===== src/rtl/aes_key_schedule.sv =====
// Iterative AES-128 key expansion: captures a cipher key and presents round
// keys 0..10, one per rk_valid/rk_ready handshake, with no key storage beyond the current key.

module aes_sbox (
  input  logic [7:0] i_a,
  output logic [7:0] o_s
);

  function automatic logic [7:0] gmul(input logic [7:0] a, input logic [7:0] b);
    logic [7:0] p;
    logic [7:0] x;
    p = '0;
    x = a;
    for (int unsigned i = 0; i < 8; i++) begin
      if (b[i]) p = p ^ x;
      x = {x[6:0], 1'b0} ^ (x[7] ? 8'h1b : 8'h00);
    end
    return p;
  endfunction

  // Multiplicative inverse as a^254 (maps 0 to 0 as AES requires).
  function automatic logic [7:0] ginv(input logic [7:0] a);
    logic [7:0] r;
    logic [7:0] s;
    r = 8'h01;
    s = a;
    for (int unsigned i = 0; i < 7; i++) begin
      s = gmul(s, s);
      r = gmul(r, s);
    end
    return r;
  endfunction

  logic [7:0] w_inv;

  always_comb begin
    w_inv = ginv(i_a);
    o_s   = w_inv ^ {w_inv[6:0], w_inv[7]} ^ {w_inv[5:0], w_inv[7:6]}
          ^ {w_inv[4:0], w_inv[7:5]} ^ {w_inv[3:0], w_inv[7:4]} ^ 8'h63;
  end

endmodule

module aes_key_schedule (
  input  logic         clk,
  input  logic         rst_n,
  input  logic         key_valid,
  input  logic [127:0] key_in,
  output logic         key_ready,
  output logic         rk_valid,
  input  logic         rk_ready,
  output logic [127:0] round_key,
  output logic [3:0]   round_idx,
  output logic         rk_last
);

  typedef enum logic {S_IDLE, S_RUN} state_t;

  state_t       r_state;
  state_t       w_state_nxt;
  logic [127:0] r_key;
  logic [3:0]   r_idx;
  logic [7:0]   r_rcon;
  logic         w_load;
  logic         w_adv;
  logic [31:0]  w_rot;
  logic [31:0]  w_sub;
  logic [31:0]  w_t;
  logic [31:0]  w_n0;
  logic [31:0]  w_n1;
  logic [31:0]  w_n2;
  logic [31:0]  w_n3;
  logic [127:0] w_next_key;
  logic [7:0]   w_rcon_nxt;

  assign w_rot = {r_key[23:0], r_key[31:24]};

  for (genvar g = 0; g < 4; g++) begin : g_sub
    aes_sbox u_sbox (
      .i_a (w_rot[8*g +: 8]),
      .o_s (w_sub[8*g +: 8])
    );
  end

  assign w_t        = w_sub ^ {r_rcon, 24'h0};
  assign w_n0       = r_key[127:96] ^ w_t;
  assign w_n1       = r_key[95:64]  ^ w_n0;
  assign w_n2       = r_key[63:32]  ^ w_n1;
  assign w_n3       = r_key[31:0]   ^ w_n2;
  assign w_next_key = {w_n0, w_n1, w_n2, w_n3};
  assign w_rcon_nxt = {r_rcon[6:0], 1'b0} ^ (r_rcon[7] ? 8'h1b : 8'h00);

  always_ff @(posedge clk or negedge rst_n) begin
    if (!rst_n) r_state <= S_IDLE;
    else        r_state <= w_state_nxt;
  end

  always_comb begin
    w_state_nxt = r_state;
    w_load      = 1'b0;
    w_adv       = 1'b0;
    case (r_state)
      S_IDLE: begin
        if (key_valid) begin
          w_load      = 1'b1;
          w_state_nxt = S_RUN;
        end
      end
      S_RUN: begin
        if (rk_ready) begin
          if (r_idx == 4'd10) w_state_nxt = S_IDLE;
          else                w_adv       = 1'b1;
        end
      end
      default: w_state_nxt = S_IDLE;
    endcase
  end

  always_ff @(posedge clk or negedge rst_n) begin
    if (!rst_n) begin
      r_key  <= '0;
      r_idx  <= '0;
      r_rcon <= 8'h01;
    end else if (w_load) begin
      r_key  <= key_in;
      r_idx  <= '0;
      r_rcon <= 8'h01;
    end else if (w_adv) begin
      r_key  <= w_next_key;
      r_idx  <= r_idx + 4'd1;
      r_rcon <= w_rcon_nxt;
    end
  end

  assign key_ready = (r_state == S_IDLE);
  assign rk_valid  = (r_state == S_RUN);
  assign rk_last   = rk_valid && (r_idx == 4'd10);
  assign round_key = r_key;
  assign round_idx = r_idx;

endmodule


===== config.mk =====
export PLATFORM = sky130hd
export DESIGN_NAME = aes_key_schedule
export DESIGN_NICKNAME = d
export VERILOG_FILES = /design/src/rtl/aes_key_schedule.sv
export SDC_FILE = /design/constraint.sdc
export NUM_CORES = 2
export LEC_CHECK = 0
export CAP_MARGIN = 40
export CORE_ASPECT_RATIO = 1.1
export CORE_MARGIN = 1.5
export CORE_UTILIZATION = 25
export DETAILED_ROUTE_END_ITERATION = 12
export HOLD_SLACK_MARGIN = 0.12
export SLEW_MARGIN = 20
export SYNTH_ARGS = -nofsm -noshare
export SYNTH_HDL_FRONTEND = slang
export SYNTH_HIERARCHICAL = 1
export SYNTH_SLANG_ARGS = --single-unit

===== constraint.sdc =====
create_clock -name clk -period 45.3 [get_ports clk]
set_clock_uncertainty 0.1 [all_clocks]
set_input_delay 9.06 -clock clk [delete_from_list [all_inputs] [get_ports clk]]
set_output_delay 9.06 -clock clk [all_outputs]
set_load 0.005 [all_outputs]

---- Word-level counts from Yosys, hierarchy flattened ----
Index checks and enable logic that the tools add are counted.
word-level totals
  bits in registers ....................... 141
operators by class
  reductions and logical operators ........ 2
  bitwise logic cells ..................... 783
  eq/ne operators ......................... 1
  add/subtract/negate cells ............... 1
  mux-type cells .......................... 826
operators by type and width
  operator                                     count
  bitwise XOR 8 bit                            744
  2-to-1 mux 8 bit                             422
  2-to-1 mux 5 bit                             369
  2-to-1 mux 128 bit                           2
  bitwise XOR 32 bit                           5
  2-to-1 mux 7 bit                             4
  NOT 1 bit, first input constant              28
  2-to-1 mux 4 bit                             6
  2-to-1 mux 6 bit                             4
  NOT 4 bit                                    4
  2-to-1 mux 3 bit                             4
  2-to-1 mux 1 bit                             10
  2-to-1 mux 2 bit                             4
  bitwise XOR 8 x 5 -> 8 bit                   1
  adder 4 x 1 -> 4 bit, second input constant  1
  == test 4 bit, second input constant         1
  one-hot mux 1 bit (2 select lines)           1
  nonzero test 2 bit                           1
  logical AND 1 bit                            1
  NOT 1 bit                                    1

---- Depth between registers and ports, before layout ----
  depth in word-level cells ............... 139
  depth in mapped cells ................... 63
  depth with buffers taken out ............ 54

---- By module ----
Netlist, hierarchy kept.
by module, submodules not included
  module            area an instance (µm²)  instances  seq. area each (µm²)  cells each
  aes_sbox          15,220.8                4          0.0                   1,942
  aes_key_schedule  7,708.6                 1          3,529.6               713

---- Least setup slack after synthesis ----
No wires, ideal clock.
  path kind ............................... register to register
  start ................................... register r_key[31] (netlist: round_key[31])
  end ..................................... register r_key[0] (netlist: round_key[0])
  required time ........................... 45.118 ns
  stages on the path, launching flop included .. 61
  slack ................................... 29.662 ns
  path buffers ............................ 7
  arrival ................................. 15.456 ns
  cell sequence ........................... dfrtp_1 buf_2 buf_2 nand2_1 xor2_1 inv_2 buf_1 clkbuf_1 ha_1 buf_1 nand2_1 xor2_1 xnor2_1 clkinv_1 buf_1 ha_1 xnor2_1 nand2_1 (+25 left out) nand3_1 a311o_1 o211a_1 a21oi_1 xnor2_4 inv_2 xnor2_2 xor2_2 nor2_1 xnor3_1 xnor2_1 xnor3_1 xnor3_1 xnor2_1 xnor3_1 xor2_1 or3_1 a31oi_1
between the ends
  longest elaborated chain between the ends .. 136
  elaborated cells between the ends (all ways) .. 393
ends and longest elaborated chain
  what                                                   RTL line  text
  start, declared                                        61        logic [127:0] r_key;
  start signal, assigned                                 125       r_key <= key_in;
  start signal, assigned                                 129       r_key <= w_next_key;
  2-to-1 mux 5 bit or 2-to-1 mux 8 bit (tied branches)   16, 15
  bitwise XOR 8 bit, on equally long branches            16, 15
  bitwise XOR 8 bit or 2-to-1 mux 8 bit (tied branches)  15        if (b[i]) p = p ^ x;
  2-to-1 mux 8 bit or bitwise XOR 8 bit (tied branches)  15
  bitwise XOR 8 bit or 2-to-1 mux 8 bit (tied branches)  15
  2-to-1 mux 8 bit or bitwise XOR 8 bit (tied branches)  15
  bitwise XOR 8 bit or 2-to-1 mux 8 bit (tied branches)  15
  2-to-1 mux 8 bit or bitwise XOR 8 bit (tied branches)  15
  (+121 left out)                                        n/a
  via w_sub[0]                                           67        logic [31:0] w_sub;
  bitwise XOR 32 bit *                                   85        assign w_t = w_sub ^ {r_rcon, 24'h0};
  bitwise XOR 32 bit *                                   86        assign w_n0 = r_key[127:96] ^ w_t;
  bitwise XOR 32 bit *                                   87        assign w_n1 = r_key[95:64] ^ w_n0;
  bitwise XOR 32 bit *                                   88        assign w_n2 = r_key[63:32] ^ w_n1;
  bitwise XOR 32 bit *                                   89        assign w_n3 = r_key[31:0] ^ w_n2;
  2-to-1 mux 128 bit *                                   128       end else if (w_adv) begin
  2-to-1 mux 128 bit *                                   124       end else if (w_load) begin
The timed path passes the listed nets; every way through them passes the cells marked *. The select of a mux whose other input is x is not followed.
A chain may end at the register's enable or synchronous reset.

---- Worst setup path in the final report ----
  start ................................... register r_key[7] (netlist: round_key[7])
  end ..................................... register r_key[8] (netlist: round_key[8])
The elaborated chain is that of the path after synthesis.

==> summary.md <==
| Metric | Value |
|---|---|
| Main synth FF type | dfrtp_1 |
| H-tree Lvls | 4 |
| Worst-Margin Slew | approximately 900 ps |
| Final max-slew violation count | 0 |
| Register area share after synthesis | 0.0515 |
| Commonest non-fill, non-tap cell in the layout | xnor2_1 |
| Post-DRT Antenna Nets | 0 |
| Worst Setup Path Type | reg -> reg |
| Unique masters post-synth | roughly 120 |
| Worst r2r src | round_key[7] |
| Largest net degree at the start of global routing | 87 |
| Final hold violation count | 0 |
| Register clock-pin slew on the reported worst setup and hold paths | about 70 ps |
| Depth of the most critical reg-to-reg path | 55 |
| CTS Hold Bufs | 0 |
| Reg-to-Reg End | round_key[8] |
| # Max-Cap Violations | 0 |
| Routability cong. | 0.898 |
| Worst hold path type | reg -> reg |
| Detailed Route Iter0 Violations | roughly 5200 |
| Fmax | roughly 0.051 GHz |
| Post-route insts no fill | roughly 12000 |
| Number of fill cells | roughly 29000 |
| First-pass GRT wire length | 341000 um |
| PortBufs | 266 |
| Cts bufs inserted | 25 |
| Layout cell share with drive strength beyond 1 | 0.118 |
| Syn_nets | 8643 |
| Post-DR vias/cell | slightly above 5 |
| Cell count after synthesis | about 8500 |
| Post-synthesis cell area | between 0.06 and 0.07 mm^2 |
| Post-CTS sizing | 0 |
| Vias in the first global route | a little under 60000 |
| Net count, final | a little under 9000 |
| CTS root buf | clkbuf_16 |
| WP data arrival | 19790 ps |
| Hpwl dp | about 160000 um |
| Post-synth EDFFs | 0 |
| Worst-Skew Late Latency | approximately 550 ps |
| Setup TNS | 0 ps |
| DIE WIDTH | about 500 um |
| RSZ-0062 raised after global routing | false |
| WL per Instance | between 15 and 20 um |
| IO Count | between 200 and 300 |
| CTS tree | built |
| CP endpoint kind | flop |
| Worst-path fanout max | 23 |
| P&R area growth vs syn | 12.0% |
| FF+latch count, synth | around 140 |
| Mean Syn Cell Area | between 8 and 9 um^2 |
| Remaining global-route overflow | 0 |
| CP Capture Point | round_key[8] |
| Nature of the critical path startpoint | flop |
| DRC | 0 |
| Most frequent cells in the layout | xnor2_1, nor2_1, nand2_1 |
| Minimum clock period | a little under 20000 ps |
| Crit path top cell by count | xnor3_1 |
| Final WL | about 220000 um |
| Worst setup path start | round_key[7] |
| YS warnings | 6 |
| Antenna violations before repair | 12 |
| Tightest hold margin | roughly 430 ps |
| Fin crit share | 0.431 |
| Die H | 552 um |
| Slowest cell delay on critical path | around 870 ps |
| Aggregate global-route resource usage | 0.151 |
| Slew HR | 0.394 |
| Postcts setup bufs | 0 |
| Async set-reset flop share out of synthesis | 1.00 |
| FF-to-FF setup slack | 25790 ps |
| Clock sinks | between 100 and 150 |
| CTS max path bufs | 3 |
| Required @ worst endpoint | around 46000 ps |
| DR vias | slightly above 60000 |
| Placed cells | 12100 |
| Starting density of the core | 0.252 |
| Final setup violation count | 0 |
| Status | finished, final reports clean |
| Drt pass-1 iters | 6 |
| CP max stage cell | xnor3_1 |
| Row cnt | 201 |
| Die area | 0.278 mm^2 |
| Core area | 0.273 mm^2 |
cell type report:
| cell class | count | area, um^2 | area share |
|---|---|---|---|
| antenna | 10 | 25.0 | 0.000326 |
| clock buffer | 28 | 657 | 0.00855 |
| clock inverter | 4 | 20.0 | 0.000261 |
| inverter | 87 | 327 | 0.00425 |
| multi-input combinational | 7662 | 62400 | 0.812 |
| sequential | 141 | 3530 | 0.0460 |
| tap | 3654 | 4570 | 0.0595 |
| timing repair buffer | 591 | 5270 | 0.0687 |
cells by family (layout without fill, tap and decap cells):
logic type               count (synthesis)  after routing  synth area share
XOR/XNOR                              2568           2568             0.471
AND/OR/NAND/NOR                       3033           3033             0.203
other                                    0             10                 0
multiplexers                           292            292            0.0450
adder cells (fa/ha/maj)                 34             34           0.00606
AO/OA/AOI/OAI                         1735           1735             0.176
buffers and inverters                  678            710            0.0469
flip-flops                             141            141            0.0515
how the worst min path moves through the flow:
stage / startpoint / end / depth (start not counted)
after floorplan: r_rcon[1] / r_rcon[2] / 2
after global placement: r_rcon[1] / r_rcon[2] / 2
after detailed placement: r_rcon[1] / r_rcon[2] / 2
after CTS: r_rcon[1] / r_rcon[2] / 2
after global routing: round_key[122] / round_key[122] / 2
final: r_rcon[1] / r_rcon[2] / 2
metrics by stage:
step / worst slack (ps) / instance area, um^2 / util
2_1_floorplan: 29660 / 68600 / -
3_3_place_gp: 25630 / 75400 / 0.277
3_5_place_dp: 25990 / 76000 / 0.279
4_1_cts: 25940 / 76600 / 0.281
5_1_grt: 24770 / 76800 / 0.282
6_report: 25790 / 76800 / 0.282
worst max-delay path: cells and delay by family (launching register included):
kind	cells	cell delay, ps
simple gates	11	2410
compound gates	7	1890
buf+inv	5	1610
flops	1	500
xor+xnor	29	11170
fa+ha+maj	3	1630
metal layers:
layer | vias up | part of all wire | track usage
li1 | 29800 | - | -
met1 | 29500 | 0.42 | 0.193
met2 | 1790 | 0.48 | 0.255
met3 | 272 | 0.041 | 0.00775
met4 | 0 | 0.049 | 0.0770
met5 | - | 0 | 0
synth_stat cells, drive strengths merged, types with 24 or more instances:
cell / number / area [um^2]
a211o: 28 / 245
a211oi: 60 / 450
a21o: 48 / 360
a21oi: 314 / 1630
a221o: 60 / 601
a22oi: 112 / 881
a31oi: 109 / 707
a32oi: 40 / 350
and2: 61 / 392
and3: 32 / 220
buf: 287 / 1750
clkbuf: 304 / 1140
dfrtp: 140 / 3500
ha: 30 / 375
inv: 79 / 297
mux2: 52 / 586
mux2i: 240 / 2500
nand2: 828 / 3120
nand2b: 97 / 607
nand3: 190 / 951
nand4: 56 / 350
nor2: 1153 / 4410
nor2b: 81 / 517
nor3: 244 / 1310
nor3b: 40 / 300
nor4: 56 / 400
o211ai: 48 / 380
o21a: 40 / 300
o21ai: 404 / 2070
o22ai: 112 / 726
o31ai: 48 / 360
o32ai: 24 / 240
or2: 28 / 175
or3: 85 / 532
or4: 24 / 180
xnor2: 1623 / 16400
xnor3: 432 / 9780
xor2: 445 / 4560
xor3: 68 / 1630
sequential cells by signal (all words and copies together), names as in the netlist:
name	flops
r_rcon	8
rk_valid	1
round_idx	4
round_key	128
Power is not shown: default switching activity piles up to over one toggle a cycle in this logic, so the estimate is an artifact.
